$ cat src/rtl/rom_arb_pkg.sv
// ---------------------------------------------------------------------------
// rom_arb_pkg
//   Shared definitions for the ROM arbiter: FSM state encoding, requester
//   port indices and the default data word returned on an aborted access.
// ---------------------------------------------------------------------------
package rom_arb_pkg;

  typedef enum logic [1:0] {
    SYNC  = 2'd0,
    IDLE  = 2'd1,
    WAIT  = 2'd2,
    DRAIN = 2'd3
  } state_e;

  localparam logic PORT_FETCH = 1'b0;
  localparam logic PORT_DATA  = 1'b1;

  localparam logic [31:0] ERR_DATA_DEFAULT = 32'hDEAD_BEEF;

endpackage

$ cat src/rtl/rom_arb_grant.sv
// ---------------------------------------------------------------------------
// rom_arb_grant
//   Combinational grant selection between the fetch and data-load ports.
//   Build option: ROM_ARB_RR_EN
//     defined   : on conflict the port that was not granted last wins.
//     undefined : on conflict the data-load port always wins.
// Ports
//   pend_i     [1:0]  outstanding request per port
//   rr_last_i         port granted most recently
//   gnt_o             selected port index
//   vld_o             at least one request outstanding
// ---------------------------------------------------------------------------
module rom_arb_grant
  import rom_arb_pkg::*;
(
  input  logic [1:0] pend_i,
  input  logic       rr_last_i,
  output logic       gnt_o,
  output logic       vld_o
);

  assign vld_o = |pend_i;

`ifdef ROM_ARB_RR_EN
  always_comb begin
    gnt_o = PORT_FETCH;
    if (&pend_i) begin
      gnt_o = ~rr_last_i;
    end else if (pend_i[PORT_DATA]) begin
      gnt_o = PORT_DATA;
    end
  end
`else
  // Fixed priority does not look at history.
  logic unused_rr_last;
  assign unused_rr_last = rr_last_i;

  always_comb begin
    gnt_o = PORT_FETCH;
    if (pend_i[PORT_DATA]) begin
      gnt_o = PORT_DATA;
    end
  end
`endif

endmodule

$ cat src/rtl/rom_arbiter.sv
// ---------------------------------------------------------------------------
// rom_arbiter
//   Shares one toggle-handshake ROM port between the fetch requester (port 0)
//   and the data-load requester (port 1). One ROM access is in flight at a
//   time; an access that gets no completion within TIMEOUT cycles is
//   answered with ERR_DATA and the late completion is drained afterwards.
//   Build option: ROM_ARB_RR_EN selects round-robin instead of data-port
//   priority on simultaneous requests (see rom_arb_grant).
// Ports
//   clk, reset                  clock (rising edge), async active-low reset
//   p0_trig/p0_addr             fetch request toggle and address
//   p0_data/p0_ready            fetch read data, 1 = idle/data valid
//   p1_trig/p1_addr             data-load request toggle and address
//   p1_data/p1_ready            data-load read data, 1 = idle/data valid
//   rom_trig/rom_addr           ROM request toggle and address
//   rom_done/rom_data           ROM completion toggle and read data
//   timeout_err                 one-cycle pulse on an aborted access
// ---------------------------------------------------------------------------
module rom_arbiter
  import rom_arb_pkg::*;
#(
  parameter int            AW       = 32,
  parameter int            DW       = 32,
  parameter int            TIMEOUT  = 64,
  parameter logic [DW-1:0] ERR_DATA = DW'(ERR_DATA_DEFAULT)
) (
  input  logic          clk,
  input  logic          reset,
  input  logic          p0_trig,
  input  logic [AW-1:0] p0_addr,
  output logic [DW-1:0] p0_data,
  output logic          p0_ready,
  input  logic          p1_trig,
  input  logic [AW-1:0] p1_addr,
  output logic [DW-1:0] p1_data,
  output logic          p1_ready,
  output logic          rom_trig,
  output logic [AW-1:0] rom_addr,
  input  logic          rom_done,
  input  logic [DW-1:0] rom_data,
  output logic          timeout_err
);

  localparam int CW = $clog2(TIMEOUT) + 1;

  state_e          state_q, state_d;
  logic [1:0]      seen_trig_q, seen_trig_d;
  logic            seen_done_q, seen_done_d;
  logic            gnt_q, gnt_d;
  logic            rr_last_q, rr_last_d;
  logic [CW-1:0]   cnt_q, cnt_d;
  logic            rom_trig_q, rom_trig_d;
  logic [AW-1:0]   rom_addr_q, rom_addr_d;
  logic [DW-1:0]   p_data_q [2];
  logic [DW-1:0]   p_data_d [2];
  logic [1:0]      p_ready_q, p_ready_d;
  logic            timeout_err_q, timeout_err_d;

  logic [1:0]      trig;
  logic [1:0]      pend;
  logic            gnt;
  logic            gnt_vld;
  logic            done_evt;
  logic            timeout_hit;

  assign trig        = {p1_trig, p0_trig};
  assign pend        = trig ^ seen_trig_q;
  assign done_evt    = rom_done ^ seen_done_q;
  assign timeout_hit = (cnt_q == CW'(TIMEOUT - 1));

  rom_arb_grant u_grant (
    .pend_i    (pend),
    .rr_last_i (rr_last_q),
    .gnt_o     (gnt),
    .vld_o     (gnt_vld)
  );

  // State register
  always_ff @(posedge clk or negedge reset) begin
    if (!reset) begin
      state_q <= SYNC;
    end else begin
      state_q <= state_d;
    end
  end

  // Next-state logic
  always_comb begin
    state_d = state_q;
    unique case (state_q)
      SYNC:  state_d = IDLE;
      IDLE:  if (gnt_vld) state_d = WAIT;
      WAIT: begin
        if (done_evt)         state_d = IDLE;
        else if (timeout_hit) state_d = DRAIN;
      end
      DRAIN: if (done_evt) state_d = IDLE;
      default: state_d = SYNC;
    endcase
  end

  // Output / datapath next values
  always_comb begin
    seen_trig_d   = seen_trig_q;
    seen_done_d   = seen_done_q;
    gnt_d         = gnt_q;
    rr_last_d     = rr_last_q;
    cnt_d         = cnt_q;
    rom_trig_d    = rom_trig_q;
    rom_addr_d    = rom_addr_q;
    p_data_d      = p_data_q;
    p_ready_d     = p_ready_q;
    timeout_err_d = 1'b0;

    unique case (state_q)
      SYNC: begin
        // Adopt whatever level the ROM left on rom_done.
        seen_done_d = rom_done;
      end
      IDLE: begin
        // Any done toggle seen here is spurious; just resync.
        seen_done_d = rom_done;
        if (gnt_vld) begin
          rom_addr_d        = gnt ? p1_addr : p0_addr;
          rom_trig_d        = ~rom_trig_q;
          seen_trig_d[gnt]  = trig[gnt];
          cnt_d             = '0;
          gnt_d             = gnt;
          rr_last_d         = gnt;
        end
      end
      WAIT: begin
        if (done_evt) begin
          p_data_d[gnt_q]  = rom_data;
          p_ready_d[gnt_q] = 1'b1;
          seen_done_d      = rom_done;
        end else if (timeout_hit) begin
          p_data_d[gnt_q]  = ERR_DATA;
          p_ready_d[gnt_q] = 1'b1;
          timeout_err_d    = 1'b1;
        end else if (cnt_q != '1) begin
          cnt_d = cnt_q + CW'(1);
        end
      end
      DRAIN: begin
        // Swallow the late completion of the aborted access.
        if (done_evt) begin
          seen_done_d = rom_done;
        end
      end
      default: ;
    endcase

    // A newly seen toggle drops ready; this overrides a completion on the
    // same port in the same cycle.
    for (int i = 0; i < 2; i++) begin
      if (pend[i]) begin
        p_ready_d[i] = 1'b0;
      end
    end
  end

  // Datapath / output registers
  always_ff @(posedge clk or negedge reset) begin
    if (!reset) begin
      seen_trig_q   <= '0;
      seen_done_q   <= 1'b0;
      gnt_q         <= PORT_FETCH;
      rr_last_q     <= PORT_DATA;
      cnt_q         <= '0;
      rom_trig_q    <= 1'b0;
      rom_addr_q    <= '0;
      p_data_q[0]   <= '0;
      p_data_q[1]   <= '0;
      p_ready_q     <= 2'b11;
      timeout_err_q <= 1'b0;
    end else begin
      seen_trig_q   <= seen_trig_d;
      seen_done_q   <= seen_done_d;
      gnt_q         <= gnt_d;
      rr_last_q     <= rr_last_d;
      cnt_q         <= cnt_d;
      rom_trig_q    <= rom_trig_d;
      rom_addr_q    <= rom_addr_d;
      p_data_q      <= p_data_d;
      p_ready_q     <= p_ready_d;
      timeout_err_q <= timeout_err_d;
    end
  end

  assign p0_data     = p_data_q[0];
  assign p1_data     = p_data_q[1];
  assign p0_ready    = p_ready_q[0];
  assign p1_ready    = p_ready_q[1];
  assign rom_trig    = rom_trig_q;
  assign rom_addr    = rom_addr_q;
  assign timeout_err = timeout_err_q;

endmodule

$ cat config.mk
export PLATFORM = sky130hd
export DESIGN_NAME = rom_arbiter
export DESIGN_NICKNAME = d
export VERILOG_FILES = /design/src/rtl/rom_arb_pkg.sv /design/src/rtl/rom_arb_grant.sv /design/src/rtl/rom_arbiter.sv
export SDC_FILE = /design/constraint.sdc
export NUM_CORES = 1
export LEC_CHECK = 0
export BUFFER_PORTS_ARGS = -buffer_cell sky130_fd_sc_hd__buf_2
export CAP_MARGIN = 10
export CORE_ASPECT_RATIO = 1.75
export CORE_MARGIN = 8
export CORE_UTILIZATION = 40
export CTS_CLUSTER_SIZE = 16
export DETAILED_ROUTE_END_ITERATION = 10
export PLACE_DENSITY_LB_ADDON = 0.25
export REMOVE_ABC_BUFFERS = 1
export SYNTH_ARGS = -nofsm -noshare
export SYNTH_HDL_FRONTEND = slang
export SYNTH_SLANG_ARGS = --single-unit
export TNS_END_PERCENT = 1
$ cat constraint.sdc
create_clock -name clk -period 3.16 [get_ports clk]
set_input_delay 0.474 -clock clk [delete_from_list [all_inputs] [get_ports clk]]
set_output_delay 0.474 -clock clk [all_outputs]
set_load 0.005 [all_outputs]
==> impl_metrics.csv, run 1 <==
group,metric,value,unit
clock_tree,cts_sinks,113,
synth,yosysTopAreaCell,"dfrtp_1",
clock_tree,cts-root-buf,"clkbuf_16",
place,pre_cts_slack,761,ps
cells_and_area,instances_no_fill,777,
setup_path,worstSetupPathType,"register to register",
clock_tree,h-tree-depth,4,
sta,min_period,2360,ps
sta,rsz0062_at_grt,"no",
synth,synthesis.area,0.00477,sq mm
synth,ys_seq_elements,113,
sta,setup_violations,0,
synth,yosysTopAreaCellShare,0.583,
clock_tree,numCtsBuffers,17,
route,viasPerCell,5.12,
floorplanning,die_w,98.5,microns
synth,synth-adder-area-share,0.0131,
route,vias,3979,
sta,hold_viol,0,
cells_and_area,drive_gt1_frac,0.399,
route,initialDrtViolationCount,174,
clock_tree,ctsResizeCount,0,
clock_tree,cts_setup_buffers,0,
setup_path,arrival,2600,ps
sta,slew_headroom,0.361,
floorplanning,io_pins,201,
floorplanning,fp.dieArea,0.0158,sq mm
floorplanning,dieHeight,160,microns
sta,fmax,0.425,GHz
place,port_buffers,200,
cells_and_area,nets,732,
sta,finalClockSkew,6.10,ps
clock_tree,clock_latency,400,ps
clock_tree,cts_max_path_buffers,2,
synth,synthCells,426,
setup_path,cp-start-kind,"register",
synth,async_reset_ff_frac,1.00,
clock_tree,cts_tree,"yes",
synth,synth.area.mux_share,0.0596,
synth,synth_xor_xnor_area_share,0.0160,
cells_and_area,syn2layout_area_growth,35.4,%
hold_path,hold_path_class,"primary input to async pin",
global_routing,grt.total_usage,0.182,
synth,ys_types,45,
synth,synthFlopType,"dfrtp_1",
synth,yosys-top-cells-area,"dfrtp_1 (58%), a222oi_1 (6.7%), inv_1 (5.5%)",
clock_tree,hold_buffers,0,
sta,finalMaxSlewViolations,0,
place,gp_congestion,0.817,
synth,synth-edff-count,0,
route,dr.pass1.iters,6,
clock_tree,path_clk_slew,50,ps
sta,tns,0,ps
pwr,irDropWorstVdd,0.529,mV
setup_path,required,3400,ps
synth,yosys.area_share.simple,0.0785,
setup_path,crit_fanout,24,
route,wl,13.9,mm
synth,synth_top_family_by_area,"compound AO/OA/AOI/OAI gates",
synth,synth_seq_area_share,0.594,
place,dp_hpwl,10.3,mm
global_routing,grt_antenna_before_repair,1,
synth,synth_compound_area_frac,0.154,
sta,period_share,0.745,
route,drt.antenna.violating_nets,0,
global_routing,grt_max_degree,60,
place,dpl.cell_count,744,
sta,worst_slew_pin_slew,959,ps
global_routing,first_global_vias,4448,
floorplanning,fp.coreArea,0.0118,sq mm
outcome,run_status,"complete, no violations",
route,route.detailed.drc,0,
pwr,p_per_area,1020,mW/mm^2
global_routing,grt_pass1_wl,22.8,mm
global_routing,gr-total-overflow,0,
setup_path,worst-r2r-setup-slack,800,ps
pwr,leakagePower,3.38,nW
floorplanning,fp-row-count,53,
synth,syn_avg_cell_area,11.2,sq um
setup_path,endpoint_kind,"register",
flow_run,maxCapViolCount,0,
synth,ys_warn_count,0,
route,wl_per_cell,17.8,microns
floorplanning,initial_core_util,0.404,
sta,fin_ws,805,ps
cell usage in the layout (no fill, tap or decap), types with 2 or more instances in the layout:
cell / netlist / routed
buf_2: 4 / 199
dfrtp_1: 111 / 111
inv_1: 70 / 70
a222oi_1: 32 / 32
nand2_1: 30 / 30
nor2_1: 29 / 28
mux2i_1: 25 / 25
o21ai_0: 24 / 24
clkbuf_16: 0 / 17
o21ai_1: 13 / 12
nand4_1: 9 / 9
buf_4: 0 / 6
a22o_1: 5 / 5
ha_1: 5 / 5
a31oi_1: 4 / 4
clkinvlp_4: 0 / 4
clkinv_2: 0 / 4
nand2b_1: 3 / 3
xnor2_1: 3 / 3
nor3_1: 3 / 3
o21a_1: 3 / 3
mux2_2: 3 / 3
a22o_2: 3 / 3
clkbuf_1: 13 / 3
nand3_1: 2 / 2
xor2_1: 2 / 2
a21o_1: 2 / 2
a21oi_1: 2 / 2
clkbuf_8: 0 / 2
bufinv_16: 0 / 2
dfstp_2: 2 / 2
cell type report:
type	count	area [sq um]
fillers	1118	5350
flip-flops and latches	113	2830
multi-input cells	218	1550
repair buffers	206	1060
clock buffers	22	464
inverters	70	263
well taps	137	171
clock inverters	10	110
diodes	1	2.50
through the flow:
stage	hold WS, ps	area, sq um	total power [mW]	utilization
5_1_grt	181	6460	7.06	0.547
3_5_place_dp	464	5880	4.81	0.498
6_report	122	6460	6.58	0.547
4_1_cts	137	6450	6.68	0.547
2_1_floorplan	178	4620	3.64	-
3_3_place_gp	453	5880	4.71	0.498
registers in the layout (all words and copies together), names as in the netlist:
register / flops
p0_data: 32
rom_trig: 1
seen_trig_q: 2
p1_data: 32
cnt_q: 7
rom_addr: 32
p_ready_q: 2
state_q: 2
timeout_err: 1
seen_done_q: 1
gnt_q: 1
worst max-delay path, stage by stage (launching register included):
cell,delay [ps]
dfrtp_1,410
inv_1,80
ha_1,560
nand2b_1,170
nand2b_1,630
nand2_1,210
o21ai_0,120
report_power, final:
part | switching (mW) | internal [mW] | total (mW)
Combinational | 1.19 | 1.06 | 2.26
Clock | 0.639 | 1.19 | 1.83
Sequential | 0.387 | 2.10 | 2.49
synthesized netlist by cell type, types with 2 or more instances:
| master | instances |
|---|---|
| nand3_1 | 2 |
| mux2_2 | 3 |
| inv_1 | 70 |
| xor2_1 | 2 |
| a21o_1 | 2 |
| clkbuf_1 | 13 |
| a222oi_1 | 32 |
| nor2_1 | 29 |
| o21ai_0 | 24 |
| nand4_1 | 9 |
| buf_6 | 3 |
| a31oi_1 | 4 |
| buf_1 | 2 |
| a22o_2 | 3 |
| xnor2_1 | 3 |
| o21a_1 | 3 |
| mux2i_1 | 25 |
| nand2b_1 | 3 |
| nor3_1 | 3 |
| ha_1 | 5 |
| nand2_1 | 30 |
| buf_8 | 2 |
| dfstp_2 | 2 |
| dfrtp_1 | 111 |
| o21ai_1 | 13 |
| buf_2 | 4 |
| a22o_1 | 5 |
| a21oi_1 | 2 |
metal layers:
metal | share of wire | vias to the layer above | track usage
met4 | 0.018 | 0 | 0.0871
li1 | - | 1878 | -
met5 | 0 | - | 0
met3 | 0.081 | 20 | 0.0668
met1 | 0.36 | 1915 | 0.176
met2 | 0.54 | 166 | 0.329
kinds of logic after synthesis:
logic type / count (synthesis)
xor+xnor: 7
fa+ha+maj: 5
flops: 113
simple gates: 82
compound gates: 96
buf+inv: 95
mux: 28
final timing paths:
check,startpoint,end,cells past startpoint
min reg2reg,rom_trig$_DFFE_PN0P_,rom_trig$_DFFE_PN0P_,1
max,state_q[0]$_DFFE_PN0P_,p0_data[16]$_DFFE_PN0P_,6
min,reset,p1_data[8]$_DFFE_PN0P_,1
max reg2reg,state_q[0]$_DFFE_PN0P_,p0_data[16]$_DFFE_PN0P_,6
min in group clk,p1_addr[24],rom_addr[24]$_DFFE_PN0P_,3
max in group asynchronous,reset,p_ready_q[1]$_DFFE_PN1P_,2
Note: power is estimated with default switching activity, not from simulation.
==> run 2, diff against run 1 <==
==> constraint.sdc (replaced) <==
create_clock -name clk -period 2.2 [get_ports clk]
set_input_delay 0.33 -clock clk [delete_from_list [all_inputs] [get_ports clk]]
set_output_delay 0.33 -clock clk [all_outputs]
set_load 0.005 [all_outputs]
==> impl_metrics.csv, run 2 (same netlist as run 1, synthesis figures left out) <==
group,metric,value,unit
hold_path,hold_path_class,"primary input to async pin",
pwr,leakagePower,3.46,nW
cells_and_area,mostFrequentLayoutCells,"buf_2 (199), dfrtp_1 (111), inv_1 (70)",
place,placed_area,0.00595,sq mm
place,dp_hpwl,10.4,mm
outcome,run_status,"finished, violations left",
clock_tree,path_clk_slew,50,ps
floorplanning,initial_core_util,0.404,
sta,worst_slew_pin_slew,639,ps
clock_tree,cts_tree,"yes",
setup_path,arrival,2330,ps
sta,tns,0,ps
cells_and_area,register_area,0.00283,sq mm
sta,finalMaxSlewViolations,0,
clock_tree,clock_latency,400,ps
floorplanning,fp.coreArea,0.0118,sq mm
route,dr.pass1.iters,6,
setup_path,required,2480,ps
route,initialDrtViolationCount,214,
sta,setup_violations,0,
clock_tree,ctsResizeCount,0,
setup_path,worstSetupPathType,"register to register",
clock_tree,hold_buffers,0,
cells_and_area,fillCellCount,1037,
sta,rsz0062_at_grt,"no",
outcome,violations,"negative hold slack",
place,port_buffers,200,
sta,hold_ws,-45.0,ps
pwr,p_per_area,1490,mW/mm^2
floorplanning,fp.dieArea,0.0158,sq mm
clock_tree,cts_sinks,113,
cells_and_area,nets,740,
pwr,irDropWorstVdd,0.729,mV
setup_path,worst-r2r-setup-slack,150,ps
sta,period_share,0.930,
cells_and_area,multi_input_area,0.00155,sq mm
clock_tree,cts_setup_buffers,0,
setup_path,endpoint_kind,"register",
route,drt.antenna.violating_nets,0,
sta,slew_headroom,0.574,
cells_and_area,layout_commonest_cell,"buf_2",
route,wl_per_cell,17.7,microns
place,gp_congestion,0.863,
floorplanning,die_w,98.5,microns
route,viasPerCell,5.15,
flow_run,maxCapViolCount,0,
global_routing,grt_pass1_wl,23.0,mm
global_routing,gr-total-overflow,0,
sta,fmax,0.489,GHz
sta,finalClockSkew,9.91,ps
sta,min_period,2050,ps
cells_and_area,syn2layout_area_growth,38.6,%
cells_and_area,design_area,0.00661,sq mm
setup_path,crit_fanout,31,
clock_tree,numCtsBuffers,17,
global_routing,first_global_vias,4523,
route,vias,4041,
sta,hold_viol,19,
clock_tree,cts-root-buf,"clkbuf_16",
global_routing,grt_max_degree,114,
global_routing,grt.total_usage,0.184,
global_routing,grt_antenna_before_repair,1,
floorplanning,io_pins,201,
floorplanning,dieHeight,160,microns
cells_and_area,drive_gt1_frac,0.407,
route,wl,13.9,mm
setup_path,cp-start-kind,"register",
route,route.detailed.drc,0,
floorplanning,fp-row-count,53,
clock_tree,cts_max_path_buffers,2,
clock_tree,h-tree-depth,4,
[run 2: cell count changes in the layout (fill, tap and decap cells not counted), sizes merged]
cell	before	now
buf	206	214
clkinv	4	2
clkinvlp	4	2
bufinv	2	5
[run 2: layout make-up]
class,instances,share of cell area
repair buffers,214,0.172
flip-flops and latches,113,0.428
diodes,1,0.000379
inverters,70,0.0398
well taps,137,0.0259
clock buffers,22,0.0718
clock inverters,9,0.0271
multi-input cells,218,0.235
[run 2: metrics by stage]
step	total power, mW	utilization	instances	worst slack [ps]
final	9.87	0.560	784	153
after global routing	10.6	0.560	784	29.4
after CTS	10.0	0.560	783	143
after detailed placement	6.96	0.504	752	164
after global placement	6.83	0.504	752	240
after floorplan	5.23	-	401	-81.4
[run 2: worst max-delay path, stage by stage, from the launching register on]
cell	delay (ps)
dfrtp_1	410
ha_1	250
nand3_2	120
or3_4	410
a21o_2	410
a22o_2	340
[run 2: path summary, 6_finish.rpt]
path                                       from                  endpoint  depth (start not counted)
max in group asynchronous                 reset    p1_data[8]$_DFFE_PN0P_                          2
setup / recovery           cnt_q[0]$_DFFE_PN0P_   p0_data[14]$_DFFE_PN0P_                          5
setup reg to reg           cnt_q[0]$_DFFE_PN0P_   p0_data[14]$_DFFE_PN0P_                          5
min in group clk                    p1_addr[17]  rom_addr[17]$_DFFE_PN0P_                          3
hold / removal                            reset  rom_addr[13]$_DFFE_PN0P_                          2
hold reg to reg            rom_trig$_DFFE_PN0P_      rom_trig$_DFFE_PN0P_                          1
[run 2: report_power, final]
part / leakage (nW) / switching (mW) / internal [mW] / total, mW
logic: 1.82 / 1.76 / 1.57 / 3.33
registers: 1.33 / 0.525 / 3.01 / 3.54
clock network: 0.312 / 0.910 / 2.09 / 3.00
[run 2: metal layers]
metal	up-vias	track usage	routed length (microns)
li1	1904	-	-
met5	-	0	0
met1	1940	0.183	4930
met4	0	0.0836	274
met3	19	0.0715	1130
met2	178	0.329	7540
==> run 3, diff against run 2 <==
--- a/config.mk
+++ b/config.mk
@@ -10,6 +10,7 @@
 export CORE_ASPECT_RATIO = 1.75
 export CORE_MARGIN = 8
 export CORE_UTILIZATION = 40
+export CTS_BUF_LIST = sky130_fd_sc_hd__clkbuf_4 sky130_fd_sc_hd__clkbuf_8
 export CTS_CLUSTER_SIZE = 16
 export DETAILED_ROUTE_END_ITERATION = 10
 export PLACE_DENSITY_LB_ADDON = 0.25
==> impl_metrics.csv, run 3 (same netlist as run 1, synthesis figures left out) <==
group,metric,value,unit
flow_run,maxCapViolCount,0,
clock_tree,ctsResizeCount,0,
place,gp_congestion,0.863,
pwr,irDropWorstVdd,0.619,mV
sta,slew_headroom,0.548,
route,vias,4056,
route,drt.antenna.violating_nets,0,
clock_tree,path_clk_slew,70,ps
floorplanning,die_w,98.5,microns
clock_tree,hold_buffers,1,
route,initialDrtViolationCount,200,
place,placed_area,0.00595,sq mm
outcome,run_status,"complete, no violations",
sta,tns,0,ps
pwr,leakagePower,3.39,nW
place,port_buffers,200,
clock_tree,cts-root-buf,"clkbuf_8",
setup_path,endpoint_kind,"register",
sta,fmax,0.487,GHz
clock_tree,cts_tree,"yes",
sta,setup_violations,0,
place,dp_hpwl,10.4,mm
floorplanning,dieHeight,160,microns
cells_and_area,syn2layout_area_growth,34.9,%
global_routing,gr-total-overflow,0,
floorplanning,fp-row-count,53,
route,viasPerCell,5.17,
route,wl,13.9,mm
route,wl_per_cell,17.7,microns
cells_and_area,nets,741,
sta,period_share,0.933,
floorplanning,initial_core_util,0.404,
sta,worst_slew_pin_slew,678,ps
cells_and_area,mostFrequentLayoutCells,"buf_2 (199), dfrtp_1 (111), inv_1 (70)",
sta,finalMaxSlewViolations,0,
floorplanning,io_pins,201,
floorplanning,fp.dieArea,0.0158,sq mm
setup_path,cp-start-kind,"register",
clock_tree,numCtsBuffers,17,
route,dr.pass1.iters,5,
global_routing,grt_pass1_wl,23.0,mm
clock_tree,cts_sinks,113,
pwr,finalPower,9.14,mW
setup_path,cp_top_family,"compound AO/OA/AOI/OAI gates",
clock_tree,h-tree-depth,4,
sta,fin_ws,147,ps
setup_path,max_stage_delay,420,ps
global_routing,first_global_vias,4501,
global_routing,grt_antenna_before_repair,1,
clock_tree,cts_setup_buffers,0,
cells_and_area,design_area,0.00643,sq mm
cells_and_area,drive_gt1_frac,0.410,
route,route.detailed.drc,0,
floorplanning,fp.coreArea,0.0118,sq mm
global_routing,grt_max_degree,114,
sta,finalClockSkew,9.04,ps
setup_path,required,2510,ps
setup_path,cp_slowest_cell,"dfrtp_1",
sta,hold_ws,120,ps
sta,rsz0062_at_grt,"no",
sta,hold_viol,0,
pwr,p_per_area,1420,mW/mm^2
setup_path,worstPathCellList,"ha_1, nand3_2, or3_4, a21o_2, a22o_2",
hold_path,hold_path_class,"primary input to register",
clock_tree,clock_latency,410,ps
setup_path,crit_fanout,31,
setup_path,arrival,2360,ps
sta,min_period,2050,ps
setup_path,cp_num_buf_inv,0,
global_routing,grt.total_usage,0.185,
clock_tree,cts_max_path_buffers,2,
place,pre_cts_slack,164,ps
setup_path,worstSetupPathType,"register to register",
cells_and_area,layout_commonest_cell,"buf_2",
run 3: cell types whose count changed in the layout (fill, tap and decap cells not counted), sizes merged:
cell,previous run,this run
dlygate4sd3,0,1
run 3: metrics by stage:
stage | util | cells
after floorplan | - | 401
after global placement | 0.504 | 752
after detailed placement | 0.504 | 752
after CTS | 0.545 | 784
after global routing | 0.545 | 785
final | 0.545 | 785
run 3: per-layer routing:
metal	GRT usage	share of wire
met1	0.184	0.35
met2	0.326	0.54
met3	0.0763	0.085
met4	0.0857	0.025
met5	0	0
run 3: path summary, 6_finish.rpt:
kind | from | to | slack [ps] | depth (start not counted)
worst max-delay path | cnt_q[0]$_DFFE_PN0P_ | p0_data[4]$_DFFE_PN0P_ | 150 | 5
worst max register to register | cnt_q[0]$_DFFE_PN0P_ | p0_data[4]$_DFFE_PN0P_ | 150 | 5
worst min register to register | rom_trig$_DFFE_PN0P_ | rom_trig$_DFFE_PN0P_ | 460 | 1
max in group asynchronous | reset | p1_data[22]$_DFFE_PN0P_ | 1150 | 3
min in group asynchronous | reset | rom_addr[13]$_DFFE_PN0P_ | 460 | 3
worst min-delay path | p1_addr[17] | rom_addr[17]$_DFFE_PN0P_ | 120 | 3
run 3: final cells by class:
| class | instances | area [sq um] |
|---|---|---|
| clock buffer | 22 | 290 |
| inverter | 70 | 263 |
| fill | 1053 | 5370 |
| antenna | 1 | 2.50 |
| multi-input combinational | 218 | 1550 |
| tap | 137 | 171 |
| timing repair buffer | 215 | 1140 |
| sequential | 113 | 2830 |
| clock inverter | 9 | 179 |
run 3: tightest hold or removal path: stages:
cell and delay, ps:
buf_2 70, a222oi_1 50, inv_1 50
run 3: power breakdown:
| group | total (mW) | switching, mW | internal [mW] | leakage, nW |
|---|---|---|---|---|
| clock network | 2.28 | 0.819 | 1.46 | 0.232 |
| registers | 3.53 | 0.524 | 3.01 | 1.33 |
| logic | 3.33 | 1.76 | 1.57 | 1.82 |
| total | 9.14 | 3.10 | 6.04 | 3.39 |
